File: src/rtl/mmio_uart_tx_pkg.sv
// Shared definitions for the memory-mapped UART transmitter:
// register offsets, STATUS bit positions, serializer states and the reset baud divisor.
package uart_defs;

    localparam logic [1:0] TXDATA  = 2'd0;
    localparam logic [1:0] STATUS  = 2'd1;
    localparam logic [1:0] BAUDDIV = 2'd2;

    localparam int ST_FULL     = 0;
    localparam int ST_EMPTY    = 1;
    localparam int ST_ACTIVE   = 2;
    localparam int ST_OVERFLOW = 3;

    // 100 MHz / 115200 baud
    localparam int DEFAULT_DIV = 868;

    typedef enum logic [1:0] {
        S_IDLE  = 2'd0,
        S_START = 2'd1,
        S_DATA  = 2'd2,
        S_STOP  = 2'd3
    } tx_state_t;

endpackage

File: src/rtl/mmio_uart_tx_if.sv
// CPU data-bus port of the UART transmitter; rdata is registered inside the peripheral.
interface mmio_uart_tx_if;
    logic        sel;
    logic        we;
    logic        re;
    logic [3:0]  addr;
    logic [31:0] wdata;
    logic [31:0] rdata;

    modport master (output sel, we, re, addr, wdata, input rdata);
    modport slave  (input sel, we, re, addr, wdata, output rdata);
endinterface

File: src/rtl/mmio_uart_tx_sync_fifo.sv
// Synchronous first-word-fall-through FIFO; dout is valid whenever empty is low.
module sync_fifo #(
    parameter int WIDTH = 8,
    parameter int DEPTH = 8
) (
    input  logic             clk,
    input  logic             reset,
    input  logic             push,
    input  logic             pop,
    input  logic [WIDTH-1:0] din,
    output logic [WIDTH-1:0] dout,
    output logic             full,
    output logic             empty
);
    localparam int AW = $clog2(DEPTH);
    localparam logic [AW:0]   FULL_CNT = (AW+1)'(DEPTH);
    localparam logic [AW:0]   CNT_ONE  = (AW+1)'(1);
    localparam logic [AW-1:0] PTR_ONE  = AW'(1);

    logic [WIDTH-1:0] mem [DEPTH];
    logic [AW-1:0]    wr_ptr;
    logic [AW-1:0]    rd_ptr;
    logic [AW:0]      count;
    logic             do_push;
    logic             do_pop;

    // A pop frees a slot in the same cycle, so a push alongside it is accepted even when full.
    assign do_pop  = pop && !empty;
    assign do_push = push && (!full || do_pop);
    assign full    = (count == FULL_CNT);
    assign empty   = (count == '0);
    assign dout    = mem[rd_ptr];

    always_ff @(posedge clk) begin
        if (do_push) mem[wr_ptr] <= din;
    end

    always_ff @(posedge clk or posedge reset) begin
        if (reset) begin
            wr_ptr <= '0;
            rd_ptr <= '0;
            count  <= '0;
        end else begin
            if (do_push) wr_ptr <= wr_ptr + PTR_ONE;
            if (do_pop)  rd_ptr <= rd_ptr + PTR_ONE;
            case ({do_push, do_pop})
                2'b10:   count <= count + CNT_ONE;
                2'b01:   count <= count - CNT_ONE;
                default: ;
            endcase
        end
    end
endmodule

File: src/rtl/mmio_uart_tx.sv
// Memory-mapped UART transmitter: register decode, baud divisor and the 8N1 serializer.
//
// state | meaning
// IDLE  | line high, waiting for a queued byte
// START | start bit (low) for one bit time
// DATA  | eight data bits, LSB first, one bit time each
// STOP  | stop bit (high); chains straight into START when another byte is queued
module mmio_uart_tx #(
    parameter int FIFO_DEPTH  = 8,
    parameter int DEFAULT_DIV = uart_defs::DEFAULT_DIV,
    parameter int DIV_W       = 16
) (
    input  logic          clk,
    input  logic          reset,
    mmio_uart_tx_if.slave bus,
    output logic          tx,
    output logic          busy
);
    import uart_defs::*;

    localparam logic [DIV_W-1:0] DIV_RST = DIV_W'(DEFAULT_DIV);
    localparam logic [DIV_W-1:0] DIV_ONE = DIV_W'(1);

    tx_state_t        state_q, state_n;
    logic [DIV_W-1:0] div_q;
    logic [DIV_W-1:0] div_eff;
    logic [DIV_W-1:0] timer_q, timer_n;
    logic [7:0]       shift_q, shift_n;
    logic [2:0]       bit_q, bit_n;
    logic             tx_n;
    logic             tc;
    logic             ovf_q;
    logic [1:0]       reg_sel;
    logic             wr_en;
    logic             rd_en;
    logic             push;
    logic             fifo_pop;
    logic             fifo_full;
    logic             fifo_empty;
    logic [7:0]       fifo_dout;
    logic [31:0]      status_word;
    logic             unused_bus_bits;

    assign reg_sel = bus.addr[3:2];
    assign wr_en   = bus.sel && bus.we;
    assign rd_en   = bus.sel && bus.re;
    assign push    = wr_en && (reg_sel == TXDATA);
    assign div_eff = (div_q == '0) ? DIV_ONE : div_q;
    assign tc      = (timer_q == '0);

    assign unused_bus_bits = ^{bus.addr[1:0], bus.wdata[31:DIV_W]};

    sync_fifo #(
        .WIDTH (8),
        .DEPTH (FIFO_DEPTH)
    ) u_fifo (
        .clk   (clk),
        .reset (reset),
        .push  (push),
        .pop   (fifo_pop),
        .din   (bus.wdata[7:0]),
        .dout  (fifo_dout),
        .full  (fifo_full),
        .empty (fifo_empty)
    );

    // The bit timer counts down and reloads from the divisor only at bit boundaries,
    // so a divisor write never truncates the bit in flight.
    always_comb begin
        state_n  = state_q;
        timer_n  = timer_q;
        shift_n  = shift_q;
        bit_n    = bit_q;
        fifo_pop = 1'b0;
        if (state_q == S_IDLE) begin
            if (!fifo_empty) begin
                fifo_pop = 1'b1;
                shift_n  = fifo_dout;
                timer_n  = div_eff - DIV_ONE;
                state_n  = S_START;
            end
        end else if (!tc) begin
            timer_n = timer_q - DIV_ONE;
        end else begin
            timer_n = div_eff - DIV_ONE;
            if (state_q == S_START) begin
                state_n = S_DATA;
                bit_n   = '0;
            end else if (state_q == S_DATA) begin
                shift_n = {1'b0, shift_q[7:1]};
                if (bit_q == 3'd7) state_n = S_STOP;
                else               bit_n   = bit_q + 3'd1;
            end else if (!fifo_empty) begin
                fifo_pop = 1'b1;
                shift_n  = fifo_dout;
                state_n  = S_START;
            end else begin
                timer_n = '0;
                state_n = S_IDLE;
            end
        end

        case (state_n)
            S_START: tx_n = 1'b0;
            S_DATA:  tx_n = shift_n[0];
            default: tx_n = 1'b1;
        endcase
    end

    always_ff @(posedge clk or posedge reset) begin
        if (reset) begin
            state_q <= S_IDLE;
            timer_q <= '0;
            shift_q <= '0;
            bit_q   <= '0;
            tx      <= 1'b1;
            busy    <= 1'b0;
        end else begin
            state_q <= state_n;
            timer_q <= timer_n;
            shift_q <= shift_n;
            bit_q   <= bit_n;
            tx      <= tx_n;
            busy    <= (state_q != S_IDLE) || !fifo_empty;
        end
    end

    always_comb begin
        status_word              = '0;
        status_word[ST_FULL]     = fifo_full;
        status_word[ST_EMPTY]    = fifo_empty;
        status_word[ST_ACTIVE]   = (state_q != S_IDLE);
        status_word[ST_OVERFLOW] = ovf_q;
    end

    // A fresh overflow in the same cycle as a STATUS read wins over the clear.
    always_ff @(posedge clk or posedge reset) begin
        if (reset) begin
            div_q     <= DIV_RST;
            ovf_q     <= 1'b0;
            bus.rdata <= '0;
        end else begin
            if (rd_en) begin
                case (reg_sel)
                    STATUS:  bus.rdata <= status_word;
                    BAUDDIV: bus.rdata <= 32'(div_q);
                    default: bus.rdata <= '0;
                endcase
            end
            if (push && fifo_full && !fifo_pop)   ovf_q <= 1'b1;
            else if (rd_en && reg_sel == STATUS)  ovf_q <= 1'b0;
            if (wr_en && reg_sel == BAUDDIV) div_q <= bus.wdata[DIV_W-1:0];
        end
    end
endmodule

File: src/flat_wrapper.sv
// flat-port wrapper written by rule: the top's interface ports become plain ports
module mmio_uart_tx_flat import uart_defs::*;
#(
    parameter int FIFO_DEPTH  = 8,
    parameter int DEFAULT_DIV = uart_defs::DEFAULT_DIV,
    parameter int DIV_W       = 16
)
  (clk, reset, tx, busy, bus_sel, bus_we, bus_re, bus_addr, bus_wdata, bus_rdata);
  mmio_uart_tx_if bus_i ();
  input  logic clk;
  input  logic reset;
  output logic tx;
  output logic busy;
  input wire logic [$bits(bus_i.sel)-1:0] bus_sel;
  input wire logic [$bits(bus_i.we)-1:0] bus_we;
  input wire logic [$bits(bus_i.re)-1:0] bus_re;
  input wire logic [$bits(bus_i.addr)-1:0] bus_addr;
  input wire logic [$bits(bus_i.wdata)-1:0] bus_wdata;
  output wire logic [$bits(bus_i.rdata)-1:0] bus_rdata;
  assign bus_i.sel = bus_sel;
  assign bus_i.we = bus_we;
  assign bus_i.re = bus_re;
  assign bus_i.addr = bus_addr;
  assign bus_i.wdata = bus_wdata;
  assign bus_rdata = bus_i.rdata;
  mmio_uart_tx #(.FIFO_DEPTH(FIFO_DEPTH), .DEFAULT_DIV(DEFAULT_DIV), .DIV_W(DIV_W)) u_core (.clk(clk), .reset(reset), .bus(bus_i), .tx(tx), .busy(busy));
endmodule
File: config.mk
export PLATFORM = sky130hd
export DESIGN_NAME = mmio_uart_tx_flat
export DESIGN_NICKNAME = d
export VERILOG_FILES = /design/src/rtl/mmio_uart_tx_pkg.sv /design/src/rtl/mmio_uart_tx_if.sv /design/src/rtl/mmio_uart_tx_sync_fifo.sv /design/src/rtl/mmio_uart_tx.sv /design/src/flat_wrapper.sv
export SDC_FILE = /design/constraint.sdc
export NUM_CORES = 1
export LEC_CHECK = 0
export CORE_MARGIN = 3
export CORE_UTILIZATION = 60
export DETAILED_ROUTE_END_ITERATION = 6
export PLACE_DENSITY_LB_ADDON = 0.05
export SYNTH_ARGS = -nofsm -noshare
export SYNTH_HDL_FRONTEND = slang
export SYNTH_SLANG_ARGS = --single-unit
File: constraint.sdc
create_clock -name clk -period 5.3 [get_ports clk]
set_input_delay 0.795 -clock clk [delete_from_list [all_inputs] [get_ports clk]]
set_output_delay 0.795 -clock clk [all_outputs]
set_load 0.03 [all_outputs]
* Word-level counts from Yosys, hierarchy flattened
Memory sizes are Yosys's and may differ from the RTL's. Index checks and enable logic that the tools add are counted.
Storage, ports and cells: register bits 90, memory bits (writable) 64, memories 1
Cells by class: add/sub/neg operators 7, equal/unequal tests 13, multiplexer cells 34, bitwise gates (word level) 1, reduce and logical (&&, ||, !) cells 26
Memory list:
- u_core.u_fifo.mem | words 8, bits a word 8, rd ports 1, clocked after Yosys merged registers in 0, wr ports 1, RTL line mmio_uart_tx_sync_fifo.sv:20 | logic [WIDTH-1:0] mem [DEPTH];
Operators by type and width (number):
- two-way mux 16 bit | 7
- two-way mux 8 bit | 5
- zero test 16 bit | 2
- case mux 16 bit (2 select lines) | 1
- subtractor 16 x 1 -> 16 bit (second input constant) | 2
- two-way mux 2 bit | 6
- two-way mux 1 bit | 10
- nonzero test 2 bit | 5
- adder 3 x 1 -> 3 bit (second input constant) | 3
- logical AND 1 bit | 9
- two-way mux 3 bit | 3
- == test 2 x 1 -> 1 bit (second input constant) | 4
- == test 2 bit (second input constant) | 4
- case mux 4 bit (2 select lines) | 1
- adder 4 x 1 -> 4 bit (second input constant) | 1
- == test 4 bit (second input constant) | 1
- zero test 2 bit | 2
- zero test 4 bit | 1
- inequality test 2 x 1 -> 1 bit (second input constant) | 2
- AND reduction 4 bit | 1
- subtractor 4 x 1 -> 4 bit (second input constant) | 1
- == test 3 bit (second input constant) | 1
- zero test 1 bit | 3
- logical OR 1 bit | 2
- 4 further kinds | 4

* Logic depth before layout (Yosys ltp)
depth in word-level cells 11, gate-level depth with buffers 14, mapped depth without buffers 14

* Modules after synthesis
A second synthesis with hierarchy kept.
Second synthesis, totals: cell total of the unflattened synthesis 579, area, all modules 6999.2 sq um
Modules (own cells, without submodules):
- mmio_uart_tx | instances 1, cells each 414, area each 3841.2 sq um
- sync_fifo | instances 1, cells each 165, area each 3158.0 sq um

* Worst setup path after synthesis
No wires, ideal clock.
kind register -> register, from reg u_core.timer_q[6], to reg u_core.u_fifo.count[3], data arrival time 2970 ps, slack 2205 ps, cell stages (with the launch flop) 13, clock period less this slack 3095 ps, path through dfrtp_1 > or4_4 > nor4_4 > a31oi_1 > a21oi_1 > inv_1 > ha_1 > ha_1 > a21o_1 > a21oi_1 > xnor2_1 > nor2_1 > xor2_1
Between the ends: word-level cells in the longest chain between the ends 8, elaborated cells on any way between the ends 10, classes of those cells 2 x eq/ne; 3 x mux; 5 x reduce/logical
RTL lines:
- start: declaration | RTL line mmio_uart_tx.sv:27 | logic [DIV_W-1:0] timer_q, timer_n;
- start signal: assignment | RTL line mmio_uart_tx.sv:120 | timer_q <= timer_n;
- zero test 16 bit (*) | RTL line mmio_uart_tx.sv:49 | assign tc = (timer_q == '0);
- two-way mux 1 bit (*) | RTL line mmio_uart_tx.sv:82 | end else if (!tc) begin
- two-way mux 1 bit (*) | RTL line mmio_uart_tx.sv:75 | if (state_q == S_IDLE) begin
- logical AND 1 bit (*) | RTL line mmio_uart_tx_sync_fifo.sv:28 | assign do_pop = pop && !empty;
- logical OR 1 bit | RTL line mmio_uart_tx_sync_fifo.sv:29 | assign do_push = push && (!full || do_pop);
- logical AND 1 bit | RTL line mmio_uart_tx_sync_fifo.sv:29
- == test 2 x 1 -> 1 bit / == test 2 bit (equally long branches) | RTL line mmio_uart_tx_sync_fifo.sv:46 | case ({do_push, do_pop})
- case mux 4 bit (2 select lines) / nonzero test 2 bit (equally long branches)
- end signal: assignment | RTL line mmio_uart_tx_sync_fifo.sv:47 | 2'b10: count <= count + CNT_ONE;
- end signal: assignment | RTL line mmio_uart_tx_sync_fifo.sv:48 | 2'b01: count <= count - CNT_ONE;
- end: declaration | RTL line mmio_uart_tx_sync_fifo.sv:23 | logic [AW:0] count;
Mark *: on every way between the ends. The rest lies on a longest branch, timed or not. A chain may end at the register's enable or synchronous reset.

* Worst setup path after layout
Same ends and word-level chain as after synthesis.

==> impl.org <==
** Run status
- The run finished with clean final reports.

** Synth
- Count of different cell masters after synthesis :: 63
- After Yosys synthesis, and, or, nand and nor cells account for between 10% and 20% of the synthesized area.
- After synthesis the netlist holds a flip-flop and latch count of 138.
- Multiplexer cells account for between 10% and 20% of the synthesized area.
- Summing the areas of all compound-gate instances in the mapped netlist gives 9.94% of the synthesized area.
- Number of enable flip-flop cells after synthesis :: 64
- Dominant combinational cell family by area after synthesis :: simple AND/OR/NAND/NOR gates
- The largest total area in the synthesized netlist belongs to sky130_fd_sc_hd__edfxtp_1.
- Sequential area share after synthesis :: ~58%
- Summing the areas of all xor and xnor instances in the mapped netlist gives roughly 2.7% of the synthesized area.
- Area contributors post-synth :: sky130_fd_sc_hd__edfxtp_1, sky130_fd_sc_hd__dfrtp_1, sky130_fd_sc_hd__mux4_2
- Average size of a mapped cell :: 12.5 um2
- Post-synth top flop :: sky130_fd_sc_hd__dfrtp_1
- Yosys printed 0 warnings.
- Adder and majority cell fraction of the synthesized area :: ~3.4%
- Top-area cell type share of the netlist area :: between 20% and 30%
- Post-Syn Area :: about 6500 um2
- Async SR Flop Fraction :: between 50 and 60%
- In the synthesized netlist, the number of instances is between 500 and 600.

** Clock tree
- Post-CTS Setup Bufs :: 0
- Master cell of the clock root buffer :: sky130_fd_sc_hd__clkbuf_8
- Clock tree synthesis inserted a total of 17 buffers.
- Clock network latency to the later pin of the worst-skew pair :: about 0.53 ns
- Clock transition at the registers of the reported paths :: around 0.060 ns
- TritonCTS clock tree :: yes
- Count of hold-fix buffers inserted at cts :: 0
- Number of H-tree branching levels :: 4
- Counting along the longest clock path gives a buffer depth of 2.
- Clock tree synthesis found a total of 138 sinks.
- Post-cts gate resize count :: 0

** Die
- The initial utilization of the core area, before any placement, comes to a little over three fifths.
- In this run the horizontal extent of the chip is about 110 um.
- The core region is approximately 10000 um2.
- Site Rows :: 37
- Number of primary I/O pins :: between 70 and 80
- The die covers 12200 um2.
- From bottom edge to top edge, the die measures between 100 and 150 um.

** Power
- The worst-case IR drop observed on VDD is 0.000296 V.
- Share of total power in combinational logic :: 29.7%
- For this design the ratio of total power to cell area is about 490 nW/um2.
- The clock network burns between 20 and 30% of the power.
- Total power for the finished layout comes to about 0.0037 W.
- Cell internal power was estimated by the tool at 0.00246 W.
- Power dissipated by switching net loads :: 0.00128 W
- Net switching is between 30% and 40% of the power.
- Part of the total power dissipated in sequential elements :: 41.2%
- Static Leak :: 2.90 nW

** Timing
- Of the available clock period, the critical path in the final layout requires roughly two thirds.
- Final-report setup violation count :: 0
- Setup clock skew after layout :: 0.00950 ns
- Max-slew violation total from the final report :: 0
- Counting I/O delays and the setup requirement, the final critical path takes around 3.6 ns.
- Derived from the worst setup path, the maximum achievable clock frequency is 280 MHz.
- Slew Limit Headroom :: between 30 and 40%
- Adding up every negative setup slack in the final design gives 0 ns.
- Worst hold margin :: approximately 0.48 ns
- Unrepaired setup endpoints after global routing :: no
- Final WS setup :: 1.73 ns
- Transition time at the pin with the least slew margin :: between 0.9 and 1 ns
- Count of final hold-check violations :: 0

** Critical path
- The worst setup path is of the reg2reg kind.
- The worst register-to-register path has a depth of 12.
- Data required time at the worst endpoint :: 5.71 ns
- The worst setup path is captured at a flip-flop.
- Critical path peak fanout :: 7
- Arrival time at the worst endpoint :: ~4 ns
- STA classifies the critical path startpoint as a flip-flop.

** Finish
- The number of antenna diodes in the final layout is 0.
- Share of layout cells above drive strength 1 :: roughly 16%
- Most frequent standard cell in the layout excluding fill and tap cells :: sky130_fd_sc_hd__dfrtp_1
- The final layout contains approximately 630 nets.
- Area added between synthesis and finish :: 15.6%
- Leading cell types in the layout, fill and taps excluded :: sky130_fd_sc_hd__dfrtp_1, sky130_fd_sc_hd__edfxtp_1, sky130_fd_sc_hd__nand2_1, sky130_fd_sc_hd__clkdlybuf4s50_1, sky130_fd_sc_hd__o21ai_0
- Share of the core filled with cells in the final layout :: between 70% and 80%

** Route
- Number of nets with antenna violations after routing :: 0
- The routed layout has about 4300 vias.
- Post-route DRC :: 0
- Vias per cell :: 5.94
- For this block, the routed nets add up to roughly 13000 um of wire.
- Number of violations reported at the end of detailed-routing iteration 0 :: roughly 280
- Average wire per cell in the routed design :: around 18 um
- Pre-antenna DRT Iters :: 5

** Placed design
- IO Port Bufs :: 40
- At the placement stage, the worst setup path has a slack of about 1.7 ns.
- Detailed-placement wirelength estimate :: 9150 um
- RD Place Congestion :: just over 0.8

** GRT
- Largest net degree at the start of global routing :: between 40 and 50
- For this run, the total global-route usage over all layers was measured as approximately 23%.
- Overflow after GRT :: 0
- Initial antenna violation count :: 0
- Number of global-route vias before repair :: roughly 4300
- The first global-routing pass estimated approximately 22000 um of wire.

** Flow run
- Max-cap violations in this run came to 0.

** Min path
- Worst Hold Class :: reg2reg
- Counting instances, the worst hold path has a depth of 2.
## power by group through the flow
stage | logic, W | clock network [W] | registers [W]
floorplan | 0.000890 | 0 | 0.00149
global route | 0.00123 | 0.00116 | 0.00157
CTS | 0.00111 | 0.00111 | 0.00154
finish | 0.00111 | 0.00109 | 0.00154
detailed placement | 0.00110 | 0 | 0.00156
global placement | 0.00107 | 0 | 0.00155
## per-stage QoR
stage / instances / instance area (um2)
after global placement: 686 / 7020
after detailed placement: 686 / 7020
after CTS: 718 / 7570
final: 718 / 7570
after floorplan: 537 / 6600
after global routing: 718 / 7570
## path summary, 6_finish.rpt
check | startpoint | endpoint | slack, ns
max | u_core.timer_q[6] | u_core.u_fifo.count[3] | 1.73
min | u_core.bus.rdata[8] | u_core.bus.rdata[8] | 0.48
max reg2reg | u_core.timer_q[6] | u_core.u_fifo.count[3] | 1.73
min reg2reg | u_core.bus.rdata[8] | u_core.bus.rdata[8] | 0.48
max in group asynchronous | reset | u_core.div_q[9] | 3.52
min in group asynchronous | reset | u_core.shift_q[5] | 0.79
## sequential cells by signal (all words and copies together), names as in the netlist
| signal | count |
|---|---|
| u_core.u_fifo.mem | 64 |
| u_core.tx | 1 |
| u_core.state_q | 2 |
| u_core.bit_q | 3 |
| u_core.timer_q | 16 |
| u_core.u_fifo.wr_ptr | 3 |
| u_core.u_fifo.count | 4 |
| u_core.bus.rdata | 16 |
| u_core.shift_q | 8 |
| u_core.ovf_q | 1 |
| u_core.div_q | 16 |
| u_core.busy | 1 |
| u_core.u_fifo.rd_ptr | 3 |
## cells in the mapped netlist (3+ instances only)
library cell	count
sky130_fd_sc_hd__nand2b_1	3
sky130_fd_sc_hd__dfrtp_1	68
sky130_fd_sc_hd__o21ai_1	8
sky130_fd_sc_hd__xor2_1	6
sky130_fd_sc_hd__mux2_2	19
sky130_fd_sc_hd__inv_1	22
sky130_fd_sc_hd__buf_4	16
sky130_fd_sc_hd__a22oi_1	12
sky130_fd_sc_hd__nor2b_1	3
sky130_fd_sc_hd__a21o_1	3
sky130_fd_sc_hd__ha_1	16
sky130_fd_sc_hd__buf_1	3
sky130_fd_sc_hd__buf_6	3
sky130_fd_sc_hd__mux2i_1	10
sky130_fd_sc_hd__nor4_1	5
sky130_fd_sc_hd__nand2_1	61
sky130_fd_sc_hd__o21ai_0	31
sky130_fd_sc_hd__clkbuf_1	11
sky130_fd_sc_hd__mux4_2	16
sky130_fd_sc_hd__nand3_1	8
sky130_fd_sc_hd__nor2_1	28
sky130_fd_sc_hd__edfxtp_1	64
sky130_fd_sc_hd__o32ai_1	3
sky130_fd_sc_hd__nor3_1	7
sky130_fd_sc_hd__or4_1	4
sky130_fd_sc_hd__dfstp_2	6
sky130_fd_sc_hd__nor3b_1	5
sky130_fd_sc_hd__a22o_1	5
sky130_fd_sc_hd__o41ai_1	3
sky130_fd_sc_hd__a31oi_1	5
sky130_fd_sc_hd__nand3b_1	3
sky130_fd_sc_hd__xnor2_1	14
sky130_fd_sc_hd__a21oi_1	13
## final cells by class
class | instances | area (um2)
Clock inverter | 13 | 118
Tap cell | 136 | 170
Inverter | 22 | 82.6
Sequential cell | 138 | 3780
Multi-Input combinational cell | 342 | 2520
Timing Repair Buffer | 48 | 460
Fill cell | 721 | 2900
Clock buffer | 19 | 432
## cells by family (layout without fill, tap and decap cells)
logic type / count (synthesis) / count (layout)
simple gates: 144 / 144
other cells: 1 / 16
buf+inv: 57 / 102
compound gates: 100 / 100
flops: 138 / 138
xor+xnor: 20 / 20
mux: 45 / 45
fa+ha+maj: 17 / 17
## metal layers
metal	routed length (um)	part of all wire, %	global-route usage [%]	vias up
met5	0	0	0	-
met4	206	1.6	8.62	0
met3	694	5.2	5.21	25
met2	6380	48	34.9	122
met1	5980	45	31.4	2125
li1	-	-	-	1994
## critical path, stage by stage, from the launching register on
cell and delay, ns:
sky130_fd_sc_hd__dfrtp_1 0.44, sky130_fd_sc_hd__or4_4 0.61, sky130_fd_sc_hd__nor4_4 0.36, sky130_fd_sc_hd__a31oi_1 0.27
sky130_fd_sc_hd__a21oi_1 0.40, sky130_fd_sc_hd__inv_1 0.12, sky130_fd_sc_hd__ha_1 0.26, sky130_fd_sc_hd__ha_1 0.28
sky130_fd_sc_hd__a21o_1 0.17, sky130_fd_sc_hd__a21oi_1 0.18, sky130_fd_sc_hd__xnor2_1 0.14, sky130_fd_sc_hd__nor2_1 0.07
sky130_fd_sc_hd__xor2_1 0.15
Power figures use the tool's default switching activity.
